<file path="src/rtl/conv_ctrl_pkg.sv">
// Shared types and helpers for the convolution datapath controllers.
// The state encoding and the output-count helper are used by every controller variant.
package conv_ctrl_pkg;

   typedef enum logic [2:0] {FILL, STREAM, DRAIN, DONE} conv_ctrl_state_t;

   function automatic int calc_n_out(input int x_size, input int f_size);
      return x_size - f_size + 1;
   endfunction

endpackage

</file>
<file path="src/rtl/pline_token_tracker.sv">
// One valid bit per datapath stage; a token enters stage 0 on each enabled cycle.
// Reports whether the last stage may advance and whether the pipe is (or will be) empty.
module pline_token_tracker #(
   parameter int PLINE_STAGES = 5
) (
   input  logic clk,
   input  logic reset,
   input  logic i_shift_en,
   input  logic i_tok_in,
   input  logic i_m_ready,
   output logic o_can_adv,
   output logic o_m_valid,
   output logic o_empty,
   output logic o_empty_next
);

   logic [PLINE_STAGES-1:0] r_vld_sr;
   logic [PLINE_STAGES-1:0] w_vld_shift;

   generate
      if (PLINE_STAGES == 1) begin : g_single
         assign w_vld_shift = i_tok_in;
      end else begin : g_multi
         assign w_vld_shift = {r_vld_sr[PLINE_STAGES-2:0], i_tok_in};
      end
   endgenerate

   always_ff @(posedge clk) begin
      if (reset) begin
         r_vld_sr <= '0;
      end else if (i_shift_en) begin
         r_vld_sr <= w_vld_shift;
      end
   end

   // The last stage may only move when its token is being consumed or it holds a bubble.
   assign o_can_adv    = !r_vld_sr[PLINE_STAGES-1] || i_m_ready;
   assign o_m_valid    = r_vld_sr[PLINE_STAGES-1];
   assign o_empty      = (r_vld_sr == '0);
   assign o_empty_next = i_shift_en ? (w_vld_shift == '0) : (r_vld_sr == '0);

endmodule

</file>
<file path="src/rtl/ctrl_xmem_stream.sv">
// Streaming controller for the convolution datapath: window fill, token-tracked pipeline, y handshake.
// Define CTRL_PERF_CNT_EN to add the stall_cycles / bubble_cycles performance counters.
module ctrl_xmem_stream
   import conv_ctrl_pkg::*;
#(
   parameter int X_SIZE       = 128,
   parameter int F_SIZE       = 32,
   parameter int PLINE_STAGES = 5,
   localparam int N_OUT       = calc_n_out(X_SIZE, F_SIZE),
   localparam int YW          = $clog2(N_OUT + 1)
) (
   input  logic          clk,
   input  logic          reset,
   input  logic          s_valid,
   output logic          s_ready,
   input  logic          conv_start,
   input  logic          m_ready,
   output logic          m_valid,
   output logic          xmem_wr_en,
   output logic          xmem_full,
   output logic          en_pline_stages,
   output logic          tok_in,
   output logic [YW-1:0] y_index,
`ifdef CTRL_PERF_CNT_EN
   output logic [31:0]   stall_cycles,
   output logic [31:0]   bubble_cycles,
`endif
   output logic          conv_done
);

   localparam int CW = $clog2(X_SIZE + 1);
   localparam logic [CW-1:0] C_FILL_LAST = CW'(F_SIZE - 1);
   localparam logic [CW-1:0] C_FILL_PRE  = CW'(F_SIZE - 2);
   localparam logic [CW-1:0] C_X_LAST    = CW'(X_SIZE - 1);
   localparam logic [CW-1:0] C_X_FULL    = CW'(X_SIZE);
   localparam logic [YW-1:0] C_Y_LAST    = YW'(N_OUT - 1);

   conv_ctrl_state_t r_state;
   logic [CW-1:0]    r_in_cnt;
   logic [YW-1:0]    r_y_index;
   logic w_can_adv, w_en, w_wr, w_tok, w_m_valid, w_empty, w_empty_next, w_s_ready, w_y_hs;

   // In STREAM a sample is only taken when its token can enter stage 0 this cycle.
   always_comb begin
      w_s_ready = 1'b0;
      case (r_state)
         FILL:    w_s_ready = (r_in_cnt < C_FILL_LAST);
         STREAM:  w_s_ready = w_can_adv && (r_in_cnt < C_X_FULL);
         default: w_s_ready = 1'b0;
      endcase
      if (reset) w_s_ready = 1'b0;
   end

   assign w_wr   = s_valid && w_s_ready;
   assign w_en   = w_can_adv && (r_state != FILL);
   assign w_tok  = w_wr && (r_in_cnt >= C_FILL_LAST) && (r_state == STREAM);
   assign w_y_hs = w_m_valid && m_ready;

   pline_token_tracker #(.PLINE_STAGES(PLINE_STAGES)) u_tracker (
      .clk          (clk),
      .reset        (reset),
      .i_shift_en   (w_en),
      .i_tok_in     (w_tok),
      .i_m_ready    (m_ready),
      .o_can_adv    (w_can_adv),
      .o_m_valid    (w_m_valid),
      .o_empty      (w_empty),
      .o_empty_next (w_empty_next)
   );

   always_ff @(posedge clk) begin
      if (reset) begin
         r_state   <= FILL;
         r_in_cnt  <= '0;
         r_y_index <= '0;
      end else begin
         if (w_wr && (r_in_cnt != C_X_FULL)) r_in_cnt <= r_in_cnt + 1'b1;
         if (w_y_hs) r_y_index <= (r_y_index == C_Y_LAST) ? '0 : r_y_index + 1'b1;
         case (r_state)
            // The write that completes the window may coincide with conv_start already being high.
            FILL: if (conv_start && ((r_in_cnt == C_FILL_LAST) || (w_wr && (r_in_cnt == C_FILL_PRE))))
                     r_state <= STREAM;
            STREAM: if (w_wr && (r_in_cnt == C_X_LAST)) r_state <= DRAIN;
            DRAIN:  if (w_empty || w_empty_next) r_state <= DONE;
            DONE: begin
               r_state   <= FILL;
               r_in_cnt  <= '0;
               r_y_index <= '0;
            end
            default: r_state <= FILL;
         endcase
      end
   end

   assign s_ready         = w_s_ready;
   assign xmem_wr_en      = w_wr;
   assign en_pline_stages = w_en;
   assign tok_in          = w_tok;
   assign m_valid         = w_m_valid;
   assign y_index         = r_y_index;
   assign conv_done       = (r_state == DONE);
   assign xmem_full       = ((r_state == FILL) && (r_in_cnt == C_FILL_LAST)) ||
                            (r_state == STREAM) || (r_state == DRAIN);

`ifdef CTRL_PERF_CNT_EN
   logic [31:0] r_stall_cycles, r_bubble_cycles;

   always_ff @(posedge clk) begin
      if (reset || (r_state == DONE)) begin
         r_stall_cycles  <= '0;
         r_bubble_cycles <= '0;
      end else begin
         if (w_m_valid && !m_ready && (r_stall_cycles != '1))
            r_stall_cycles <= r_stall_cycles + 1'b1;
         if ((r_state == STREAM) && w_en && !w_tok && (r_bubble_cycles != '1))
            r_bubble_cycles <= r_bubble_cycles + 1'b1;
      end
   end

   assign stall_cycles  = r_stall_cycles;
   assign bubble_cycles = r_bubble_cycles;
`endif

endmodule

</file>
<file path="config.mk">
export PLATFORM = sky130hd
export DESIGN_NAME = ctrl_xmem_stream
export DESIGN_NICKNAME = d
export VERILOG_FILES = /design/src/rtl/conv_ctrl_pkg.sv /design/src/rtl/pline_token_tracker.sv /design/src/rtl/ctrl_xmem_stream.sv
export SDC_FILE = /design/constraint.sdc
export NUM_CORES = 1
export LEC_CHECK = 0
export CORE_UTILIZATION = 40
export CTS_BUF_LIST = sky130_fd_sc_hd__clkbuf_4
export DETAILED_ROUTE_END_ITERATION = 16
export SYNTH_ARGS = -nofsm -noshare
export SYNTH_HDL_FRONTEND = slang
export SYNTH_SLANG_ARGS = --single-unit
</file>
<file path="constraint.sdc">
create_clock -name clk -period 1.8 [get_ports clk]
set_input_delay 0.54 -clock clk [delete_from_list [all_inputs] [get_ports clk]]
set_output_delay 0.54 -clock clk [all_outputs]
set_load 0.01 [all_outputs]
</file>
==> impl_metrics.ini <==
[floorplan]
initial_utilization_pct = 42.3
dieArea_um2 = 3460
rows = 20
die_x_um = 58.8
io_pins = 19
die_h_um = 58.8
core_um2 = 3050

[synth]
syn-cell-area_um2 = 1290
synthCells = 145
synth_mux_area_share_pct = 1.55
synth_warnings = 0
synth_cell_types = 37
synthArstFlopShare_pct = 0
avgSynthCellArea_um2 = 8.90
synth_top_family_by_area = simple AND/OR/NAND/NOR gates
ys_seq_elements = 22
synth_xor_area_share_pct = 8.15
synth_fa_ha_area_share_pct = 9.70
ys_seq_area_share_pct = 34.1
synth-edff-count = 0
synth_nets = 160
synth-compound-area-share_pct = 12.9
ys.flop_type = dfxtp_1
synthSimpleGateAreaFrac_pct = 29.3

[setup_path]
max_stage_delay_ns = 0.37
critPathTopFamily = flip-flops
cp_num_buf_inv = 2
r2r-start = r_state[0]$_SDFFE_PP0P_
r2r.worst_path.cells = 10
crit_required_ns = 1.26
crit_chain = ha_4 > nand4_4 > buf_6 > a2111oi_4 > buf_2
path_max_fanout = 2
cp-start-kind = register
rr_endpoint = r_state[1]$_SDFFE_PP0P_
critPathKind = reg -> out
regToRegSetupSlack_ns = -0.10
crit_path_top_delay_cell = dfxtp_2
worstPathArrival_ns = 1.57
worstSetupEndpointType = output port

[global_route]
gr-total-overflow = 0
track_usage_pct = 19.2
grt_pass1_wl_mm = 5.06
antenna_found_initial = 0
grt_max_degree = 13
grt_pass1_vias = 1183

[routing]
route.detailed.wl_per_inst_um = 12.7
dr.pass1.iters = 4
vias_per_cell = 4.93
drc_errors = 0
vias = 1233
wirelength_mm = 3.17
ant_nets = 0
drtIter0Drc = 52

[timing]
tightest_slew_ns = 0.289
finalCriticalPeriod_ns = 2.11
hold_violations = 0
setup_viol = 7
rsz0062_at_grt = true
maxSlewHeadroom_pct = 80.6
skew_ns = 0.00899
finalSetupTns_ns = -1.31
max_freq_ghz = 0.473
period_share_pct = 117
drv_slew = 0
setup_ws_ns = -0.313

[clock_tree]
numCtsBuffers = 3
cts.sinks = 22
clock_latency_ns = 0.31
clockRootBuffer = clkbuf_4
clk_pin_slew_ns = 0.12
htreeDepth = 1
hold_buffers = 0
cts_tree = built
clockBufferDepth = 2

[layout]
drive_above_1_share_pct = 45.1
finish.net_count = 223
syn_to_final_growth_pct = 59.3
diodes = 0
fillerInstances = 259

[power_and_ir_drop]
static-leakage-power_nw = 0.926
p_switching_mw = 0.182
fin_total_pwr_mw = 0.776
swShare_pct = 23.5
power.density_nw_per_um2 = 378
power_frac_clock_pct = 28.8
p_comb_share_pct = 8.2
p_int_mw = 0.594
power_frac_seq_pct = 62.9
irDropWorstVdd_uv = 276

[placed_design]
pre_cts_ws_ns = -0.845
dp_hpwl_mm = 2.21
io_buffers = 18
gp_congestion = 0.767

[run]
drv_cap = 0

[hold_path]
holdPathStages = 2
min_from = u_tracker.r_vld_sr[2]$_SDFFE_PP0P_
hold-path-endpoint = u_tracker.r_vld_sr[3]$_SDFFE_PP0P_
hp-class = reg -> reg

[status]
violations = setup timing
status = finished, violations left
[cells by family after synthesis]
group | count (synthesis)
adder cells (fa/ha/maj) | 10
buffers and inverters | 12
AO/OA/AOI/OAI | 23
XOR/XNOR | 12
flip-flops | 22
multiplexers | 2
AND/OR/NAND/NOR | 64
[how the worst max path moves through the flow]
stage                             startpoint         end  cells after the start
CTS                  r_state[1]$_SDFFE_PP0P_      tok_in                      5
finish              r_in_cnt[1]$_SDFFE_PP0P_      tok_in                      5
detailed placement                   m_ready      tok_in                      4
global placement                     m_ready      tok_in                      4
global route        r_in_cnt[1]$_SDFFE_PP0P_      tok_in                      5
floorplan           r_in_cnt[0]$_SDFFE_PP0P_  xmem_wr_en                      4
[cell type report]
cell class,instances,area (um^2),share of cell area [%]
Clock buffer,3,22.5,1.10
Inverter,8,32.5,1.58
Multi-Input combinational cell,111,935,45.5
Sequential cell,22,464,22.6
Tap cell,44,55.1,2.68
Timing Repair Buffer,62,546,26.6
[stage by stage]
stage | std cells | instance area (um^2) | hold WS (ns) | utilization [%]
after CTS | 245 | 1950 | 0.477 | 63.9
after floorplan | 145 | 1300 | 0.436 | -
after global placement | 236 | 1770 | 0.451 | 58.1
final | 250 | 2050 | 0.477 | 67.3
after detailed placement | 236 | 1770 | 0.458 | 58.1
after global routing | 250 | 2050 | 0.505 | 67.3
[synthesized netlist by cell type, types with 2 or more instances]
master | number | area (um^2)
dfxtp_1 | 22 | 440
nor2_1 | 19 | 71.3
nand2_1 | 12 | 45.0
ha_1 | 10 | 125
nand3_1 | 9 | 45.0
xnor2_1 | 9 | 78.8
inv_1 | 8 | 30.0
o21ai_0 | 8 | 40.0
a21oi_1 | 7 | 35.0
and3_1 | 3 | 18.8
or2b_2 | 3 | 26.3
xor2_1 | 3 | 26.3
mux2i_1 | 2 | 20.0
nand2b_1 | 2 | 12.5
nand4_1 | 2 | 12.5
nor2b_1 | 2 | 12.5
nor3_1 | 2 | 10.0
nor3b_1 | 2 | 15.0
o41ai_1 | 2 | 17.5
[flip-flops by register name, summed over array words and instances (netlist names)]
signal / count
r_in_cnt: 8
y_index: 7
u_tracker.r_vld_sr: 5
r_state: 2
[power by group through the flow]
stage	Combinational (mW)	Sequential [mW]	Clock, mW
floorplan	0.0270	0.504	0
global placement	0.0639	0.502	0
detailed placement	0.0642	0.502	0
CTS	0.0637	0.493	0.228
global route	0.0707	0.489	0.253
finish	0.0640	0.488	0.224
[what timing repair did]
action / in CTS / in global routing
resized for setup: 60 / 26
setup endpoints to repair: 18 / 18
pin swaps: 8 / 15
setup buffers: 7 / 6
[cells in the final DEF, fill, tap and decap left out, drive strengths merged, types with 2 or more instances in the layout]
cell type and count:
clkdlybuf4s50 4, nand4 3, nor3 3, mux2i 2, xor2 3, inv 8, nand2b 2, nor2 19
nand2 12, dlymetal6s2s 4, buf 49, xnor2 9, or2b 4, a21oi 7, dlygate4sd2 4, dfxtp 22
nor3b 2, nor2b 3, o41ai 2, o21ai 8, clkbuf 4, and3 3, ha 10, nand3 9
[routing by layer]
layer	routed length [um]	vias up	track usage (%)
met5	0	-	0
met4	37	0	6.46
met3	110	4	2.64
met2	1570	23	33.4
met1	1450	581	24.3
li1	-	625	-
[worst reg2reg max path, cell delays in order, from the launching register on]
cell and delay [ns]:
dfxtp_4 0.38, buf_6 0.12, inv_4 0.06, ha_4 0.17, a32oi_4 0.13, buf_6 0.14, buf_6 0.11, buf_8 0.13
o211ai_1 0.17, nand4_1 0.22, mux2i_1 0.17
(Power assumes the default switching activity.)
